===== src/rtl/frame_read_ctrl.sv =====
// Per-channel frame read sequencer: splits a frame into FIFO-sized bursts for one
// read-arbiter requester port and forwards the returned words into the display FIFO.
module frame_read_ctrl #(
  parameter int MEM_DATA_BITS = 32,
  parameter int BURST_LEN     = 128,
  parameter int FIFO_DEPTH    = 512,
  parameter int FIFO_AW       = 9
) (
  input  logic                     mem_clk,
  input  logic                     rst_n,
  input  logic                     frame_start,
  input  logic [23:0]              frame_base_addr,
  input  logic [23:0]              frame_len,
  input  logic [FIFO_AW:0]         fifo_usedw,
  output logic                     fifo_wr_en,
  output logic [MEM_DATA_BITS-1:0] fifo_wr_data,
  output logic                     rd_burst_req,
  output logic [9:0]               rd_burst_len,
  output logic [23:0]              rd_burst_addr,
  input  logic                     rd_burst_data_valid,
  input  logic [MEM_DATA_BITS-1:0] rd_burst_data,
  input  logic                     rd_burst_finish,
  output logic                     frame_busy,
  output logic                     frame_done,
  output logic                     len_err
);

  typedef enum logic [1:0] {IDLE, WAIT_SPACE, REQ, DONE} state_t;

  state_t                   state_q, state_d;
  logic [23:0]              remaining_q, remaining_d;
  logic [23:0]              nextAddr_q, nextAddr_d;
  logic [10:0]              wordCnt_q, wordCnt_d;
  logic                     req_q, req_d;
  logic [9:0]               burstLen_q, burstLen_d;
  logic [23:0]              burstAddr_q, burstAddr_d;
  logic                     wrEn_q, wrEn_d;
  logic [MEM_DATA_BITS-1:0] wrData_q, wrData_d;
  logic                     busy_q, busy_d;
  logic                     done_q, done_d;
  logic                     lenErr_q, lenErr_d;
  logic                     pend_q, pend_d;
  logic [23:0]              pendBase_q, pendBase_d;
  logic [23:0]              pendLen_q, pendLen_d;

  logic [9:0]  curLen;
  logic [31:0] freeWords;
  logic        spaceOk;
  logic        accGo;
  logic [23:0] accBase;
  logic [23:0] accLen;
  logic [23:0] newRemaining;

  // Burst size is capped by BURST_LEN; usedw above depth is treated as a full FIFO.
  always_comb begin
    curLen = (remaining_q >= 24'(BURST_LEN)) ? 10'(BURST_LEN) : remaining_q[9:0];
    freeWords = 32'(FIFO_DEPTH) - 32'(fifo_usedw);
    spaceOk = (32'(fifo_usedw) <= 32'(FIFO_DEPTH)) && (freeWords >= 32'(curLen));
    newRemaining = remaining_q - 24'(burstLen_q);
  end

  always_comb begin
    state_d     = state_q;
    remaining_d = remaining_q;
    nextAddr_d  = nextAddr_q;
    wordCnt_d   = wordCnt_q;
    req_d       = req_q;
    burstLen_d  = burstLen_q;
    burstAddr_d = burstAddr_q;
    wrEn_d      = 1'b0;
    wrData_d    = wrData_q;
    busy_d      = busy_q;
    done_d      = 1'b0;
    lenErr_d    = lenErr_q;
    pend_d      = pend_q;
    pendBase_d  = pendBase_q;
    pendLen_d   = pendLen_q;
    accGo       = 1'b0;
    accBase     = frame_base_addr;
    accLen      = frame_len;

    case (state_q)
      IDLE: accGo = frame_start;

      WAIT_SPACE: begin
        if (frame_start) begin
          accGo = 1'b1;
        end else if (spaceOk) begin
          burstLen_d  = curLen;
          burstAddr_d = nextAddr_q;
          req_d       = 1'b1;
          wordCnt_d   = '0;
          state_d     = REQ;
        end
      end

      REQ: begin
        if (rd_burst_data_valid) begin
          wordCnt_d = wordCnt_q + 11'd1;
          wrEn_d    = 1'b1;
          wrData_d  = rd_burst_data;
        end
        // A burst already granted cannot be cancelled, so a new frame waits for its finish.
        if (frame_start && !rd_burst_finish) begin
          pend_d     = 1'b1;
          pendBase_d = frame_base_addr;
          pendLen_d  = frame_len;
        end
        if (rd_burst_finish) begin
          req_d       = 1'b0;
          nextAddr_d  = nextAddr_q + 24'(burstLen_q);
          remaining_d = newRemaining;
          if ((wordCnt_q + 11'(rd_burst_data_valid)) != {1'b0, burstLen_q}) begin
            lenErr_d = 1'b1;
          end
          if (frame_start || pend_q) begin
            accGo   = 1'b1;
            accBase = frame_start ? frame_base_addr : pendBase_q;
            accLen  = frame_start ? frame_len : pendLen_q;
          end else if (newRemaining == 24'd0) begin
            state_d = DONE;
          end else begin
            state_d = WAIT_SPACE;
          end
        end
      end

      DONE: begin
        busy_d  = 1'b0;
        done_d  = 1'b1;
        state_d = IDLE;
        accGo   = frame_start;
      end

      default: state_d = IDLE;
    endcase

    // Accepting a frame abandons whatever frame was running, including its frame_done.
    if (accGo) begin
      lenErr_d = 1'b0;
      pend_d   = 1'b0;
      done_d   = 1'b0;
      if (accLen != 24'd0) begin
        nextAddr_d  = accBase;
        remaining_d = accLen;
        busy_d      = 1'b1;
        state_d     = WAIT_SPACE;
      end else begin
        busy_d  = 1'b0;
        state_d = DONE;
      end
    end
  end

  always_ff @(posedge mem_clk) begin
    if (!rst_n) begin
      state_q     <= IDLE;
      remaining_q <= '0;
      nextAddr_q  <= '0;
      wordCnt_q   <= '0;
      req_q       <= 1'b0;
      burstLen_q  <= '0;
      burstAddr_q <= '0;
      wrEn_q      <= 1'b0;
      wrData_q    <= '0;
      busy_q      <= 1'b0;
      done_q      <= 1'b0;
      lenErr_q    <= 1'b0;
      pend_q      <= 1'b0;
      pendBase_q  <= '0;
      pendLen_q   <= '0;
    end else begin
      state_q     <= state_d;
      remaining_q <= remaining_d;
      nextAddr_q  <= nextAddr_d;
      wordCnt_q   <= wordCnt_d;
      req_q       <= req_d;
      burstLen_q  <= burstLen_d;
      burstAddr_q <= burstAddr_d;
      wrEn_q      <= wrEn_d;
      wrData_q    <= wrData_d;
      busy_q      <= busy_d;
      done_q      <= done_d;
      lenErr_q    <= lenErr_d;
      pend_q      <= pend_d;
      pendBase_q  <= pendBase_d;
      pendLen_q   <= pendLen_d;
    end
  end

  assign fifo_wr_en    = wrEn_q;
  assign fifo_wr_data  = wrData_q;
  assign rd_burst_req  = req_q;
  assign rd_burst_len  = burstLen_q;
  assign rd_burst_addr = burstAddr_q;
  assign frame_busy    = busy_q;
  assign frame_done    = done_q;
  assign len_err       = lenErr_q;

endmodule


===== config.mk =====
export PLATFORM = sky130hd
export DESIGN_NAME = frame_read_ctrl
export DESIGN_NICKNAME = d
export VERILOG_FILES = /design/src/rtl/frame_read_ctrl.sv
export SDC_FILE = /design/constraint.sdc
export NUM_CORES = 1
export LEC_CHECK = 0
export BUFFER_PORTS_ARGS = -buffer_cell sky130_fd_sc_hd__buf_2
export CAP_MARGIN = 25
export CORE_MARGIN = 5
export CORE_UTILIZATION = 40
export DETAILED_ROUTE_END_ITERATION = 12
export PLACE_DENSITY_LB_ADDON = 0.08
export SETUP_SLACK_MARGIN = 0.02
export SYNTH_ARGS = -nofsm -noshare
export SYNTH_HDL_FRONTEND = slang
export SYNTH_SLANG_ARGS = --single-unit

===== constraint.sdc =====
create_clock -name mem_clk -period 3.5 [get_ports mem_clk]
set_input_delay 0.7 -clock mem_clk [delete_from_list [all_inputs] [get_ports mem_clk]]
set_output_delay 0.7 -clock mem_clk [all_outputs]
set_load 0.01 [all_outputs]

==> flow_metrics.env, run 1 <==
export IMPL_status="complete, but fails checks"
export IMPL_violations="negative setup slack"
export IMPL_synth_seq_cells=181
export IMPL_end_kind="flop"
export IMPL_tritoncts="done"
export IMPL_core_area_sq_mm=0.0242
export IMPL_mostFrequentLayoutCells="276 x nand2_1, 180 x dfxtp_1, 165 x buf_2"
export IMPL_clock_fmax_mhz=275
export IMPL_rows=57
export IMPL_drc_errors=0
export IMPL_worstHoldPathType="reg -> reg"
export IMPL_fin_nets=1575
export IMPL_ys_flop_type="dfxtp_1"
export IMPL_grt_pass1_wl_mm=47.9
export IMPL_timing_worst_setup_path_type="reg -> reg"
export IMPL_p_per_area_mw_per_mm2=402
export IMPL_worst_path_max_fanout=8
export IMPL_nFillCells=2425
export IMPL_wire_per_inst_um=17.3
export IMPL_rsz0062_at_grt="yes"
export IMPL_start_util_pct=40.4
export IMPL_cp_data_required_time_ps=3810
export IMPL_path_depth=16
export IMPL_first_global_vias=8842
export IMPL_area_growth_syn_to_layout_pct=26.0
export IMPL_arrival_ps=3960
export IMPL_cp_top_family="simple AND/OR/NAND/NOR gates"
export IMPL_crit_path_cell_trace="or4_4 -> nor3_4 -> nand2_2 -> nor3_4 -> buf_6 -> nand2_2 -> ha_4 -> and4_4 -> o41ai_2 -> or4b_4 -> a31oi_4 -> buf_4 -> buf_6 -> buf_6 -> nor2_1 -> o21a_1"
export IMPL_synthCells=1249
export IMPL_clk_path_buf_depth=2
export IMPL_design_area_sq_mm=0.0123
export IMPL_cts_htree_levels=4
export IMPL_p_leak_nw=5.12
export IMPL_die_area_sq_mm=0.0277
export IMPL_holdPathStages=2
export IMPL_drive_gt1_share_pct=23.2
export IMPL_max_stage_delay_ps=550
export IMPL_period_minus_slack_ps=3640
export IMPL_finalSetupViolations=46
export IMPL_syn_area_sq_mm=0.00979
export IMPL_root_buffer="clkbuf_16"
export IMPL_critPathSlowestCell="or4_4"
export IMPL_cp_buffers_inverters=4
export IMPL_clock_skew_ps=22.7
export IMPL_total_power_mw=4.96
export IMPL_routed_wl_mm=30.8
export IMPL_clk_pin_slew_worst_paths_ps=80
export IMPL_ys_seq_area_share_pct=37.0
export IMPL_worst_skew_pair_late_latency_ps=440
export IMPL_layout_commonest_cell="nand2_1"
export IMPL_synth_edff_count=0
export IMPL_grt_max_degree=65
export IMPL_clock_sinks=181
export IMPL_worstSetupStartpointType="flop"
export IMPL_ys_warn_count=0
export IMPL_ys_async_sr_fraction_pct=0
export IMPL_ioPinCount=166
export IMPL_drt_iter0_drc=668
export IMPL_drt_pre_antenna_iters=5
export IMPL_ant_nets=0
export IMPL_period_share_pct=104
export IMPL_postPlaceCellArea_sq_mm=0.0113
export IMPL_path_common_cell="buf_6"
export IMPL_die_y_um=166
export IMPL_grt_use_total_pct=20.9
export IMPL_hold_buffers=0
export IMPL_vias=9456
export IMPL_irDropWorstVdd_v=0.000262
export IMPL_syn_area_per_cell_sq_um=7.84
export IMPL_tightestPinTransition_ps=725
export IMPL_die_x_um=166
export IMPL_avgViaCountPerCell=5.31
export IMPL_dp_hpwl_mm=21.8
export IMPL_io_buffers=165
export IMPL_setup_tns_ps=-3860
export IMPL_antenna_found_initial=4
export IMPL_synthDistinctLibCells=66
export IMPL_drv_cap=0
export IMPL_slew_headroom_pct=51.2
export IMPL_cts_buffers=17
export IMPL_slew_violations=0
export IMPL_gp_congestion=0.863
export IMPL_rr_worst_depth=16
export IMPL_grt_overflow_total=0
export IMPL_hold_viol=0
export IMPL_worst_slack_ps=-142
## Yosys cell counts (all sizes together), types with 8 or more instances
library cell	count	area share [%]
clkbuf	62	2.4
nand4	13	0.83
mux2i	45	4.6
buf	16	0.95
or4	8	0.61
xor2	29	2.6
a21oi	113	5.8
a311oi	20	1.9
nand3	31	1.6
nor2b	12	0.77
nor2	97	3.7
a211oi	16	1.2
dfxtp	181	37
and2	8	0.51
a2111oi	11	1.2
nand2	284	11
inv	29	1.1
o21a	11	0.84
ha	34	4.3
nor4	21	1.3
o22ai	17	1.1
a31oi	12	0.77
o21ai	16	0.82
xnor2	38	3.4
nor3	26	1.4
## layer usage
| metal | vias to the layer above | global-route usage [%] | wire length (um) |
|---|---|---|---|
| met4 | 6 | 4.70 | 374 |
| met1 | 4374 | 29.9 | 14800 |
| met2 | 259 | 32.7 | 13800 |
| li1 | 4785 | - | - |
| met3 | 32 | 4.29 | 1710 |
| met5 | - | 0 | 46 |
## cells by family after synthesis
group                      share of synthesized area, %
buffers and inverters                              4.43
muxes                                              4.72
other                                            0.0383
AOI/OAI and AO/OA                                  17.7
DFF                                                37.0
adders and majority gates                          4.75
xor gates and xnor gates                           5.99
and+or+nand+nor                                    25.3
## layout make-up
| class | instances | area (sq um) | area share, % |
|---|---|---|---|
| multi-input combinational | 963 | 6010 | 48.7 |
| sequential | 181 | 3620 | 29.4 |
| timing repair buffer | 252 | 1610 | 13.0 |
| clock buffer | 18 | 439 | 3.56 |
| tap | 324 | 405 | 3.29 |
| clock inverter | 14 | 135 | 1.10 |
| inverter | 29 | 111 | 0.903 |
| antenna | 1 | 2.50 | 0.0203 |
## report_power, final
part	switching, mW	leakage, nW	internal, mW
combinational	0.501	3.38	0.376
sequential	0.0673	1.47	2.13
clock	0.922	0.271	0.965
total	1.49	5.12	3.47
## through the flow
| stage | util [%] | instances | setup slack, ps | hold slack [ps] |
|---|---|---|---|---|
| floorplan | - | 1250 | -102 | 436 |
| global placement | 46.6 | 1726 | -194 | 439 |
| detailed placement | 46.6 | 1726 | -301 | 443 |
| CTS | 49.5 | 1770 | -162 | 453 |
| global route | 50.9 | 1782 | -258 | 470 |
| finish | 50.9 | 1782 | -142 | 452 |
## flip-flops by register name, summed over array words and instances, names as in the netlist, 10 cells and up
signal         flops
wordCnt_q         11
rd_burst_len      10
pendBase_q        24
fifo_wr_data      32
remaining_q       24
pendLen_q         24
nextAddr_q        24
rd_burst_addr     24
## path summary, 6_finish.rpt
check / from / endpoint / slack [ps]
setup reg to reg: remaining_q[14]$_SDFF_PN0_ / rd_burst_len[5]$_SDFFE_PN0P_ / -140
hold reg to reg: fifo_wr_data[11]$_SDFFE_PN0P_ / fifo_wr_data[11]$_SDFFE_PN0P_ / 450
setup / recovery: remaining_q[14]$_SDFF_PN0_ / rd_burst_len[5]$_SDFFE_PN0P_ / -140
hold / removal: fifo_wr_data[11]$_SDFFE_PN0P_ / fifo_wr_data[11]$_SDFFE_PN0P_ / 450
## repair_timing
action                                  4_1_cts  5_1_grt
gates cloned                                  1        4
endpoints found under the setup margin       48       48
resized for setup                            10       36
buffers inserted                             11        8
pin swaps                                     1       12
## worst reg2reg max path: cells and delay by family, from the launching register on
| kind | cells | cell delay, ps |
|---|---|---|
| compound gates | 3 | 510 |
| fa+ha+maj | 1 | 270 |
| simple gates | 8 | 1900 |
| flops | 1 | 330 |
| buf+inv | 4 | 540 |
Power figures use the tool's default switching activity.
==> run 2: changes to the inputs <==
HOLD_SLACK_MARGIN = 0.12   (was unset)
clock period = 3.2 ns   (was 3.5 ns; I/O delays follow)
==> run 2 against run 1 <==
The run still ends with negative setup slack left. Register-to-register slack got worse by 280 ps. Worst hold slack got worse by 13 ps. Sequential share of layout area fell by 0.53 points. First-iteration DRC count rose by 6.7%. Critical path type unchanged. Cell area rose by 1.8%. Final cell count rose by 1.9%. Clock power rose by 9.5%. Highest routed layer unchanged. Critical endpoint is now rd_burst_addr[19]$_SDFFE_PN0P_. Sequential cell count did not move.
==> flow_metrics.env, run 2 (synthesized netlist as in run 1, its figures left out) <==
export IMPL_period_minus_slack_ps=3620
export IMPL_drv_cap=0
export IMPL_worstHoldPathType="in -> reg"
export IMPL_tightestPinTransition_ps=725
export IMPL_cp_data_required_time_ps=3510
export IMPL_r2r_start="remaining_q[13]$_SDFF_PN0_"
export IMPL_avgViaCountPerCell=5.27
export IMPL_arrival_ps=3930
export IMPL_grt_max_degree=60
export IMPL_hold_viol=0
export IMPL_timing_hold_ws_ps=438
export IMPL_die_y_um=166
export IMPL_r2r_slack_ps=-420
export IMPL_drt_iter0_drc=713
export IMPL_dp_hpwl_mm=22.6
export IMPL_worst_slack_ps=-418
export IMPL_fin_nets=1608
export IMPL_r2r_end="rd_burst_addr[19]$_SDFFE_PN0P_"
export IMPL_layout_commonest_cell="nand2_1"
export IMPL_status="complete, but fails checks"
export IMPL_die_area_sq_mm=0.0277
export IMPL_swShare_pct=30.1
export IMPL_violations="negative setup slack"
export IMPL_post_place_ws_ps=-571
export IMPL_gp_congestion=0.900
export IMPL_worst_path_max_fanout=8
export IMPL_setup_tns_ps=-16140
export IMPL_clock_skew_ps=17.1
export IMPL_power_frac_comb_pct=18.6
export IMPL_worst_skew_pair_late_latency_ps=430
export IMPL_wire_per_inst_um=17.3
export IMPL_vias=9569
export IMPL_worstSetupStartpointType="flop"
export IMPL_largest_reg_flops=32
export IMPL_io_buffers=165
export IMPL_p_switching_mw=1.65
export IMPL_slew_headroom_pct=51.7
export IMPL_rsz0062_at_grt="yes"
export IMPL_finalSetupViolations=48
export IMPL_p_per_area_mw_per_mm2=437
export IMPL_tritoncts="done"
export IMPL_drc_errors=0
export IMPL_grt_use_total_pct=21.7
export IMPL_mostFrequentLayoutCells="278 x nand2_1, 180 x dfxtp_1, 166 x buf_2"
export IMPL_drt_pre_antenna_iters=5
export IMPL_end_kind="flop"
export IMPL_cts_htree_levels=4
export IMPL_p_leak_nw=5.29
export IMPL_root_buffer="clkbuf_16"
export IMPL_grt_overflow_total=0
export IMPL_routed_wl_mm=31.3
export IMPL_clk_path_buf_depth=2
export IMPL_total_power_mw=5.49
export IMPL_irDropWorstVdd_v=0.000280
export IMPL_die_x_um=166
export IMPL_internal_power_mw=3.83
export IMPL_core_area_sq_mm=0.0242
export IMPL_rr_worst_depth=15
export IMPL_area_growth_syn_to_layout_pct=28.3
export IMPL_stdcell_count=1816
export IMPL_seq_power_share_pct=43.7
export IMPL_clock_fmax_mhz=276
export IMPL_place_inst=1763
export IMPL_period_share_pct=113
export IMPL_cts_buffers=17
export IMPL_crit_path_end="rd_burst_addr[19]$_SDFFE_PN0P_"
export IMPL_drive_gt1_share_pct=24.2
export IMPL_clock_sinks=181
export IMPL_grt_pass1_wl_mm=49.7
export IMPL_rows=57
export IMPL_ioPinCount=166
export IMPL_slew_violations=0
export IMPL_antenna_found_initial=4
export IMPL_start_util_pct=40.4
export IMPL_clk_pin_slew_worst_paths_ps=80
export IMPL_ant_nets=0
export IMPL_first_global_vias=9010
export IMPL_timing_worst_setup_path_type="reg -> reg"
export IMPL_p_clk_share_pct=37.7
export IMPL_setup_worst_path_start="remaining_q[13]$_SDFF_PN0_"
==> run 2: worst min-delay path by stage <==
stage / startpoint / end / slack (ps) / cells past startpoint
after floorplan: pendBase_q[12]$_SDFFE_PN0P_ / pendBase_q[12]$_SDFFE_PN0P_ / 440 / 2
after global placement: fifo_wr_data[15]$_SDFFE_PN0P_ / fifo_wr_data[15]$_SDFFE_PN0P_ / 440 / 2
after detailed placement: fifo_wr_data[4]$_SDFFE_PN0P_ / fifo_wr_data[4]$_SDFFE_PN0P_ / 440 / 2
after CTS: rd_burst_data[9] / fifo_wr_data[9]$_SDFFE_PN0P_ / 420 / 3
after global routing: rd_burst_data[5] / fifo_wr_data[5]$_SDFFE_PN0P_ / 430 / 3
final: rd_burst_data[4] / fifo_wr_data[4]$_SDFFE_PN0P_ / 440 / 3
==> run 2: critical path: stages (launching register included) <==
cell	delay [ps]
dfxtp_1	320
or4_4	550
nor3_4	170
nand2_2	120
nor3_4	140
buf_6	160
nand2_2	70
ha_1	270
and4_1	210
o41ai_1	70
or4b_4	560
a31oi_4	320
buf_12	160
clkbuf_16	160
mux2i_1	180
nor2_1	50
==> run 2: routing by layer <==
metal	routed length, um	vias up	GRT usage [%]
met3	1570	28	3.72
met5	38	-	0
li1	-	4851	-
met4	371	6	4.16
met1	15000	4454	31.1
met2	14300	230	34.7
==> run 2: layout make-up <==
cell class	instances	area [sq um]
diodes	2	5.00
clock buffers	18	429
clock inverters	14	166
fillers	2405	11700
inverters	29	111
multi-input cells	963	5960
flip-flops and latches	181	3620
well taps	324	405
repair buffers	285	1860
==> run 2: power groups by stage <==
stage / registers, mW / logic [mW] / clock network, mW
6_report: 2.40 / 1.02 / 2.07
5_1_grt: 2.41 / 1.12 / 2.24
4_1_cts: 2.40 / 1.01 / 2.13
3_5_place_dp: 2.45 / 0.961 / 0
3_3_place_gp: 2.44 / 0.961 / 0
2_1_floorplan: 2.44 / 0.580 / 0
==> run 2: what timing repair did <==
action	4_1_cts	5_1_grt
hold buffers	0	0
gates cloned	2	1
setup buffers	13	3
pin swaps	11	4
resized for setup	29	4
endpoints found under the setup margin	48	48
==> run 2: stage by stage <==
stage / util [%] / cell area, sq um
6_report: 51.8 / 12600
2_1_floorplan: - / 9880
3_5_place_dp: 47.8 / 11600
5_1_grt: 51.8 / 12600
4_1_cts: 51.5 / 12500
3_3_place_gp: 47.8 / 11600
==> run 3: changes to the inputs <==
CORE_ASPECT_RATIO = 0.5   (was unset)
==> run 3 against run 2 <==
The flow still finishes with violations (negative setup slack). Final cell count down 0.50%. Combinational power about the same. Global-route usage up 0.84 points. Cell area about the same. Critical path depth up 1. Worst setup slack better by 12 ps. Register-to-register slack about the same. Die area up 0.68%. Via count up 0.94%. Count of clock-buffer cells in the layout unchanged. Critical endpoint is now rd_burst_addr[18]$_SDFFE_PN0P_.
==> flow_metrics.env, run 3 (synthesized netlist as in run 1, its figures left out) <==
export IMPL_status="complete, but fails checks"
export IMPL_violations="negative setup slack"
export IMPL_grt_max_degree=65
export IMPL_die_area_sq_mm=0.0279
export IMPL_worstSetupStartpointType="flop"
export IMPL_clock_skew_ps=17.2
export IMPL_holdPathStages=3
export IMPL_r2r_end="rd_burst_addr[18]$_SDFFE_PN0P_"
export IMPL_arrival_ps=3930
export IMPL_drc_errors=0
export IMPL_cts_htree_levels=4
export IMPL_drt_iter0_drc=801
export IMPL_wire_per_inst_um=17.7
export IMPL_clk_pin_slew_worst_paths_ps=80
export IMPL_wl_met2_mm=13.9
export IMPL_rr_worst_depth=16
export IMPL_cp_data_required_time_ps=3520
export IMPL_dr_max_layer_used="met5"
export IMPL_cts_buffers=17
export IMPL_hold_path_startpoint="rd_burst_data[1]"
export IMPL_drt_pre_antenna_iters=5
export IMPL_slew_violations=0
export IMPL_worst_skew_pair_late_latency_ps=440
export IMPL_worst_slack_ps=-406
export IMPL_setup_tns_ps=-15340
export IMPL_grt_use_total_pct=22.6
export IMPL_rsz0062_at_grt="yes"
export IMPL_grt_pass1_wl_mm=50.2
export IMPL_ioPinCount=166
export IMPL_gp_congestion=0.875
export IMPL_wl_met3_mm=1.98
export IMPL_dp_hpwl_mm=23.5
export IMPL_timing_worst_setup_path_type="reg -> reg"
export IMPL_antenna_found_initial=1
export IMPL_end_kind="flop"
export IMPL_worstHoldPathType="in -> reg"
export IMPL_grt_overflow_total=0
export IMPL_io_buffers=165
export IMPL_hold_viol=0
export IMPL_tritoncts="done"
export IMPL_worst_path_max_fanout=6
export IMPL_total_power_mw=5.67
export IMPL_insertedDiodeCount=0
export IMPL_slew_headroom_pct=54.7
export IMPL_whs_endpoint="fifo_wr_data[1]$_SDFFE_PN0P_"
export IMPL_ant_nets=0
export IMPL_r2r_slack_ps=-410
export IMPL_rows=40
export IMPL_clk_path_buf_depth=2
export IMPL_drive_gt1_share_pct=24.4
export IMPL_clock_fmax_mhz=277
export IMPL_avgViaCountPerCell=5.35
export IMPL_nFillCells=2349
export IMPL_fin_nets=1610
export IMPL_largest_reg_flops=32
export IMPL_root_buffer="clkbuf_16"
export IMPL_p_leak_nw=5.33
export IMPL_area_growth_syn_to_layout_pct=28.2
export IMPL_start_util_pct=40.8
export IMPL_drv_cap=0
export IMPL_wl_met1_mm=15.9
export IMPL_p_per_area_mw_per_mm2=451
export IMPL_period_share_pct=113
export IMPL_core_area_sq_mm=0.0240
export IMPL_tightestPinTransition_ps=678
export IMPL_finalSetupViolations=48
export IMPL_clock_sinks=181
export IMPL_layout_commonest_cell="nand2_1"
export IMPL_irDropWorstVdd_v=0.000425
export IMPL_timing_hold_ws_ps=430
export IMPL_die_y_um=121
export IMPL_period_minus_slack_ps=3610
export IMPL_fin_util_pct=52.3
export IMPL_mostFrequentLayoutCells="278 x nand2_1, 180 x dfxtp_1, 165 x buf_2"
export IMPL_die_x_um=231
export IMPL_routed_wl_mm=32.1
export IMPL_vias=9659
export IMPL_r2r_start="remaining_q[17]$_SDFF_PN0_"
export IMPL_hold_buffers=0
export IMPL_first_global_vias=9005
## run 3: power breakdown
group / switching (mW) / internal (mW)
sequential: 0.0700 / 2.33
combinational: 0.577 / 0.448
clock: 0.967 / 1.27
total: 1.61 / 4.05
## run 3: repair_timing
action | 4_1_cts | 5_1_grt
setup buffers | 8 | 4
gates cloned | 2 | 0
gates resized for setup | 17 | 14
hold endpoints to repair | 0 | 0
pin swaps | 8 | 8
endpoints found under the setup margin | 48 | 48
## run 3: routing by layer
metal | GRT usage (%) | up-vias
met4 | 4.19 | 2
met1 | 33.4 | 4552
met2 | 33.9 | 232
met3 | 4.93 | 30
li1 | - | 4843
met5 | 0 | -
## run 3: worst max-delay path: stages (launching register included)
cell	delay, ps
dfxtp_2	330
or4_4	550
nor3_4	150
nand2_2	110
nor3_4	150
buf_6	170
nand2_4	60
ha_4	280
a211oi_4	60
o21a_1	200
o21ai_1	70
or4b_4	500
a31oi_4	210
buf_6	180
buf_12	150
mux2i_2	220
nor2_1	60
## run 3: metrics by stage
step	std cells	cell area, sq um	worst slack [ps]
finish	1807	12600	-406
global route	1807	12600	-551
CTS	1804	12500	-473
detailed placement	1762	11600	-657
global placement	1762	11600	-504
floorplan	1250	9880	-402
## run 3: worst max path at each step
stage                                     from                        endpoint  slack (ps)  cells past startpoint
detailed placement  remaining_q[19]$_SDFF_PN0_  rd_burst_addr[21]$_SDFFE_PN0P_        -660                     14
global route        remaining_q[17]$_SDFF_PN0_  rd_burst_addr[18]$_SDFFE_PN0P_        -550                     16
global placement    remaining_q[19]$_SDFF_PN0_  rd_burst_addr[21]$_SDFFE_PN0P_        -500                     14
floorplan           remaining_q[13]$_SDFF_PN0_   rd_burst_addr[2]$_SDFFE_PN0P_        -400                     16
CTS                 remaining_q[17]$_SDFF_PN0_  rd_burst_addr[22]$_SDFFE_PN0P_        -470                     16
finish              remaining_q[17]$_SDFF_PN0_  rd_burst_addr[18]$_SDFFE_PN0P_        -410                     16
## run 3: final cells by class
type / count / area, sq um / area share, %
tap: 315 / 394 / 3.14
sequential: 181 / 3620 / 28.9
multi-input combinational: 962 / 5960 / 47.5
clock inverter: 14 / 183 / 1.45
timing repair buffer: 288 / 1840 / 14.7
inverter: 29 / 111 / 0.887
clock buffer: 18 / 439 / 3.50
